$ cat config.mk
export PLATFORM = sky130hd
export DESIGN_NAME = serializer_sequencer
export DESIGN_NICKNAME = d
export VERILOG_FILES = /design/src/rtl/serializer_sequencer.sv
export SDC_FILE = /design/constraint.sdc
export NUM_CORES = 1
export LEC_CHECK = 0
export BUFFER_PORTS_ARGS = -buffer_cell sky130_fd_sc_hd__buf_2
export CORE_AREA = 2 2 40 42
export CTS_BUF_LIST = sky130_fd_sc_hd__clkbuf_8 sky130_fd_sc_hd__clkbuf_16
export DETAILED_ROUTE_END_ITERATION = 16
export DIE_AREA = 0 0 42 44
export PLACE_DENSITY = 0.73
export SLEW_MARGIN = 20
export SYNTH_ARGS = -nofsm -noshare
export SYNTH_HDL_FRONTEND = slang
export SYNTH_SLANG_ARGS = --single-unit
export TNS_END_PERCENT = 50
$ cat constraint.sdc
create_clock -name Clk -period 1.44 [get_ports Clk]
set_input_delay 0.144 -clock Clk [delete_from_list [all_inputs] [get_ports Clk]]
set_output_delay 0.144 -clock Clk [all_outputs]
set_load 0.005 [all_outputs]
$ cat src/rtl/serializer_sequencer.sv
// Frame sequencer for a two-word serial link: issues Load/Shift pulses to an
// external shift register and generates SClk plus a Frame strobe.
module serializer_sequencer #(
  parameter int NumbDataBits = 8,
  parameter int ClkDiv       = 4
) (
  input  logic Clk,
  input  logic Clr,
  input  logic Start,
  output logic Load,
  output logic Shift,
  output logic SClk,
  output logic Frame,
  output logic Busy,
  output logic Done
);

  localparam int BitW = $clog2(2 * NumbDataBits);
  localparam int DivW = $clog2(ClkDiv);
  localparam logic [BitW-1:0] BitLast = BitW'(2 * NumbDataBits - 1);
  localparam logic [DivW-1:0] DivLast = DivW'(ClkDiv - 1);

  typedef enum logic [2:0] {
    IDLE,
    LOAD,
    LOW,
    HIGH,
    DONE
  } state_t;

  state_t          r_state;
  logic [BitW-1:0] r_bitCount;
  logic [DivW-1:0] r_divCount;

  // Every output is a register updated alongside the state, so Start never
  // reaches an output combinationally and pulses line up with their states.
  always_ff @(posedge Clk or posedge Clr) begin
    if (Clr) begin
      r_state    <= IDLE;
      r_bitCount <= '0;
      r_divCount <= '0;
      Load       <= 1'b0;
      Shift      <= 1'b0;
      SClk       <= 1'b0;
      Frame      <= 1'b0;
      Busy       <= 1'b0;
      Done       <= 1'b0;
    end else begin
      Load  <= 1'b0;
      Shift <= 1'b0;
      Done  <= 1'b0;
      case (r_state)
        IDLE: begin
          if (Start) begin
            r_state <= LOAD;
            Load    <= 1'b1;
            Frame   <= 1'b1;
            Busy    <= 1'b1;
          end
        end
        LOAD: begin
          r_state    <= LOW;
          r_bitCount <= '0;
          r_divCount <= '0;
          SClk       <= 1'b0;
        end
        LOW: begin
          if (r_divCount == DivLast) begin
            r_divCount <= '0;
            r_state    <= HIGH;
            SClk       <= 1'b1;
          end else begin
            r_divCount <= r_divCount + 1'b1;
          end
        end
        HIGH: begin
          if (r_divCount == DivLast) begin
            r_divCount <= '0;
            SClk       <= 1'b0;
            // The last bit ends the frame without a Shift pulse.
            if (r_bitCount == BitLast) begin
              r_state <= DONE;
              Frame   <= 1'b0;
              Done    <= 1'b1;
            end else begin
              r_bitCount <= r_bitCount + 1'b1;
              r_state    <= LOW;
              Shift      <= 1'b1;
            end
          end else begin
            r_divCount <= r_divCount + 1'b1;
          end
        end
        DONE: begin
          r_state <= IDLE;
          Busy    <= 1'b0;
        end
        default: begin
          r_state <= IDLE;
          SClk    <= 1'b0;
          Frame   <= 1'b0;
          Busy    <= 1'b0;
        end
      endcase
    end
  end

endmodule

==> flow_summary.toml, run 1 <==
[clock_tree]
clk_pin_slew_worst_paths_ps = 60
clk_latency_ps = 240
cts_root_buffer = "clkbuf_8"
cts_tree = "done"
cts_buffer_depth = 2
cts.sinks = 15
cts_buffers = 3
htreeDepth = 1

[routing]
drt_iter0_drc = 17
drcViolationCount = 0
viasPerCell = 5.72
drt_wl_total_um = 1370
vias = 566
first_pass_iters = 6
postRouteAntennaNets = 0
wl_per_cell_um = 13.9

[synthesis]
ys_async_sr_fraction_pct = 100
syn-num-nets = 75
synthFlopType = "dfrtp_1"
syn_area_per_cell_um2 = 10.2
yosysMostFrequentCell = "dfrtp_1"
synth.area.top_cells = "dfrtp_1 52%, a21oi_1 6.3%, inv_1 3.7%"
yosys_warnings = 0
synth.ff_latch_count = 15
synth.top_cell.area_share_pct = 52.4
netlist_top_cells_count = "15 x dfrtp_1, 9 x a21oi_1, 7 x inv_1"
synth.distinct_cells = 28
ys_seq_area_share_pct = 52.4
synthCells = 70
synth_edf_count = 0
synth_top_area_cell = "dfrtp_1"
syn-cell-area_um2 = 716

[floorplan]
core-area_mm2 = 0.00142
fp-row-count = 14
fp.dieArea_mm2 = 0.00185
initial_utilization_pct = 50.4
ios = 9
die_w_um = 42
die_h_um = 44

[power]
p_seq_share_pct = 55.5
leakage_nw = 0.386
powerDensity_mw_per_mm2 = 898
comb_power_share_pct = 1.7
peakVddDrop_mv = 0.622
intPower_w = 0.000614
p_sw_w = 0.000145
p_sw_share_pct = 19.1
power_w = 0.000760
p_clk_share_pct = 42.8

[placed_design]
io_buffers = 8
placed_area_um2 = 776
dpl_worst_slack_ps = 13.0
gp_congestion = 0.739
dpl.hpwl_um = 893

[timing]
min_period_ps = 1420
max_freq_mhz = 705
min_period_over_period_pct = 98.5
fin_ws_ps = 21.9
fin_setup_tns_ps = 0
maxSlewViolCount = 0
maxSlewHeadroom_pct = 62.9
timing.hold.ws_ps = 170
final-setup-viol-count = 0
hold_violations = 0
skew_ps = 2.81
worstMarginPinSlew_ps = 556

[worst_setup_path]
arrival_ps = 1540
cp_max_fo = 4
slowest_stage = "dfrtp_1"
cp_top_family = "flip-flops"
worst_path_largest_cell_delay_ps = 410
crit_type = "flip-flop to flip-flop"
cp.required_ps = 1560
critPathLaunchType = "flip-flop"
crit_path_end_kind = "flip-flop"
crit_buf_inv = 0
path_cells = "ha_2 -> nand3_1 -> and3_4 -> a311o_1"

[run_status]
status = "complete, no violations"

[global_route]
gr-total-overflow = 0
grt_max_degree = 16
antenna_found_initial = 0
grt_pass1_wl_um = 2170
gr-usage-all-layers_pct = 15.8
grt_pass1_vias = 507

[layout]
nFillCells = 111
area_growth_pct = 18.2
layout-drive-gt1-share_pct = 22.9
fin_nets = 89
diodes = 0
finalInstanceArea_um2 = 846

[hold_path]
hold_path.class = "input port to flip-flop"

[flow_run]
maxCapViolCount = 0
[worst min-delay path, cell delays in order]
cell     delay [ps]
buf_2           110
nand2_1          70
a21oi_1          60
[flip-flops by register name (all words and copies together), names as in the netlist]
name,flops
Load,1
Done,1
SClk,1
r_state,3
Shift,1
r_divCount,2
Frame,1
r_bitCount,4
Busy,1
[power groups by stage]
stage | clock network (W) | logic (W) | registers, W
6_report | 0.000325 | 0.0000132 | 0.000422
5_1_grt | 0.000350 | 0.0000158 | 0.000421
4_1_cts | 0.000339 | 0.0000138 | 0.000422
3_5_place_dp | 0 | 0.0000118 | 0.000429
3_3_place_gp | 0 | 0.0000117 | 0.000429
2_1_floorplan | 0 | 0.00000680 | 0.000429
[area by class of cell]
cell class	count	area (um^2)	share of cell area (%)
inverter	7	26.3	3.11
timing repair buffer	12	72.6	8.58
clock buffer	3	41.3	4.88
multi-input combinational	45	307	36.2
sequential	15	375	44.4
tap	16	20.0	2.37
clock inverter	1	3.75	0.444
[repair_timing]
action	CTS	global route
pin swaps	0	0
hold buffers	1	0
endpoints found under the hold margin	15	0
setup buffers	0	1
setup endpoints to repair	1	4
gates resized for setup	1	1
[logic make-up (layout without fill, tap and decap cells)]
logic type,after synthesis,after routing,synth area share [%]
simple gates,22,22,18.5
compound gates,19,19,17.1
flops,15,15,52.4
buf+inv,10,23,5.77
fa+ha+maj,2,2,3.50
xor+xnor,1,1,1.22
mux,1,1,1.40
[metal layers]
layer	wire length (um)	track usage [%]	vias up
met5	0	0	-
met4	29	9.68	0
met3	71	2.92	6
met2	642	24.4	23
met1	630	20.8	263
li1	-	-	274
[through the flow]
stage | util, % | instances
global placement | 54.7 | 93
floorplan | - | 70
global route | 59.6 | 99
detailed placement | 54.7 | 93
CTS | 58.7 | 98
finish | 59.6 | 99
[path summary, 6_finish.rpt]
path                                    start             to  slack, ps  cells past startpoint
worst max-delay path            r_bitCount[0]  r_bitCount[0]         20                      4
worst min-delay path                    Start     r_state[0]        170                      3
max in group asynchronous                 Clr  r_bitCount[1]        590                      3
worst min register to register  r_divCount[1]  r_divCount[1]        490                      1
min in group asynchronous                 Clr           Load        490                      3
worst max register to register  r_bitCount[0]  r_bitCount[0]         20                      4
[cell usage in the layout (no fill, tap or decap), types with 3 or more instances in the layout]
master / netlist / routed
dfrtp_1: 15 / 15
a21oi_1: 9 / 9
inv_1: 7 / 8
buf_2: 3 / 8
nand2_1: 4 / 4
clkbuf_8: 0 / 3
buf_4: 0 / 3
Note: power is estimated with default switching activity, not from simulation.
==> run 2, diff against run 1 <==
--- a/config.mk
+++ b/config.mk
@@ -6,11 +6,11 @@
 export NUM_CORES = 1
 export LEC_CHECK = 0
 export BUFFER_PORTS_ARGS = -buffer_cell sky130_fd_sc_hd__buf_2
-export CORE_AREA = 2 2 40 42
+export CORE_AREA = 2 2 43 45
 export CTS_BUF_LIST = sky130_fd_sc_hd__clkbuf_8 sky130_fd_sc_hd__clkbuf_16
 export DETAILED_ROUTE_END_ITERATION = 16
-export DIE_AREA = 0 0 42 44
-export PLACE_DENSITY = 0.73
+export DIE_AREA = 0 0 45 47
+export PLACE_DENSITY = 0.65
 export SLEW_MARGIN = 20
 export SYNTH_ARGS = -nofsm -noshare
 export SYNTH_HDL_FRONTEND = slang
==> run 2 against run 1 <==
  * Utilization is 8.5 points lower
  * Worst setup slack better by 27 ps
  * Critical path depth stayed put
  * Via count is 4.1% lower
  * Largest cell class unchanged
==> flow_summary.toml, run 2 (same netlist as run 1, synthesis figures left out) <==
[timing]
timing.hold.ws_ps = 168
skew_ps = 3.10
maxSlewHeadroom_pct = 62.2
worstMarginPinSlew_ps = 567
fin_setup_tns_ps = 0
fin_ws_ps = 49.2
min_period_ps = 1390
max_freq_mhz = 719
final-setup-viol-count = 0
hold_violations = 0
maxSlewViolCount = 0
min_period_over_period_pct = 96.6

[floorplan]
core-area_mm2 = 0.00165
die_w_um = 45
die_h_um = 47
fp.dieArea_mm2 = 0.00212
initial_utilization_pct = 43.3
fp-row-count = 15
ios = 9

[layout]
fin_nets = 88
area_growth_pct = 18.0
final_common_cell = "dfrtp_1"
multi_input_area_um2 = 312
final_cell_count_no_fill = 99
top_register = "r_bitCount"
nFillCells = 156
diodes = 0
reg_top3 = "r_bitCount (4), r_state (3), r_divCount (2)"
register_area_um2 = 375
layout_common_cells = "15 x dfrtp_1, 9 x a21oi_1, 8 x inv_1, 8 x buf_2, 4 x nand2_1"
largest_reg_flops = 4
layout-drive-gt1-share_pct = 23.2
finalInstanceArea_um2 = 845

[hold_path]
holdPathStages = 3
hold_path.class = "input port to flip-flop"
whs_endpoint = "r_state[0]"
min-delay-start = "Start"

[global_route]
gr-usage-all-layers_pct = 15.0
gr-total-overflow = 0
grt_max_degree = 16
grt_pass1_wl_um = 2190
grt_pass1_vias = 514
antenna_found_initial = 0

[worst_setup_path]
worst-r2r-setup-slack_ps = 50
r2r-end = "r_bitCount[1]"
arrival_ps = 1520
cp_max_fo = 4
cp.required_ps = 1570
r2r-start = "r_bitCount[0]"
rr_worst_depth = 4
crit_path_end_kind = "flip-flop"
critPathLaunchType = "flip-flop"
crit_type = "flip-flop to flip-flop"

[routing]
viasPerCell = 5.48
drt_iter0_drc = 9
wl_per_cell_um = 13.4
first_pass_iters = 3
postRouteAntennaNets = 0
drt_wl_total_um = 1330
vias = 543
drcViolationCount = 0

[clock_tree]
cts_root_buffer = "clkbuf_8"
cts.sinks = 15
cts_tree = "done"
postCtsSetupBuffers = 0
cts_buffer_depth = 2
clk_pin_slew_worst_paths_ps = 60
htreeDepth = 1
clk_latency_ps = 240
cts_buffers = 3

[power]
leakage_nw = 0.381
powerDensity_mw_per_mm2 = 907
peakVddDrop_mv = 0.474

[run_status]
status = "complete, no violations"

[placed_design]
io_buffers = 8
dpl_worst_slack_ps = 51.9
dpl.hpwl_um = 890
dp.cells = 94
placed_area_um2 = 777
gp_congestion = 0.678

[flow_run]
maxCapViolCount = 0
-- run 2: layout make-up --
class | count | area share (%)
Tap cell | 17 | 2.52
Timing Repair Buffer | 11 | 7.70
Clock inverter | 1 | 0.444
Multi-Input combinational cell | 45 | 36.9
Sequential cell | 15 | 44.4
Inverter | 7 | 3.11
Clock buffer | 3 | 4.89
-- run 2: timing repair --
item / 4_1_cts / 5_1_grt
hold endpoints to repair: 15 / 0
hold buffers: 1 / 0
resized for setup: 0 / 3
setup endpoints to repair: 0 / 4
-- run 2: where the power goes --
group          switching (W)  leakage, nW  internal [W]
Clock               0.000142       0.0269      0.000189
Combinational     0.00000916        0.174    0.00000424
Sequential                 0        0.179      0.000422
-- run 2: metrics by stage --
step / utilization, % / power, W
2_1_floorplan: - / 0.000436
3_3_place_gp: 47.0 / 0.000441
3_5_place_dp: 47.0 / 0.000441
4_1_cts: 50.4 / 0.000775
5_1_grt: 51.1 / 0.000789
6_report: 51.1 / 0.000766
-- run 2: critical path: stages, from the launching register on --
cell     delay [ps]
dfrtp_1         400
ha_2            230
nand3_2         100
and3_4          210
a311o_1         340
-- run 2: worst max-delay path by stage --
stage | start | slack, ps | endpoint | cells past startpoint
finish | r_bitCount[0] | 50 | r_bitCount[1] | 4
global route | r_divCount[0] | -20 | Frame | 4
floorplan | r_divCount[0] | 120 | r_bitCount[1] | 4
CTS | r_bitCount[0] | 10 | r_bitCount[0] | 4
global placement | r_bitCount[0] | 90 | r_bitCount[1] | 4
detailed placement | r_bitCount[0] | 50 | r_bitCount[0] | 4
-- run 2: layer usage --
| metal | track usage, % | up-vias | share of wire, % |
|---|---|---|---|
| met5 | 0 | - | 0 |
| met4 | 8.82 | 0 | 2.3 |
| met3 | 3.46 | 5 | 2.9 |
| met2 | 24.0 | 9 | 45 |
| met1 | 18.6 | 254 | 49 |
| li1 | - | 275 | - |
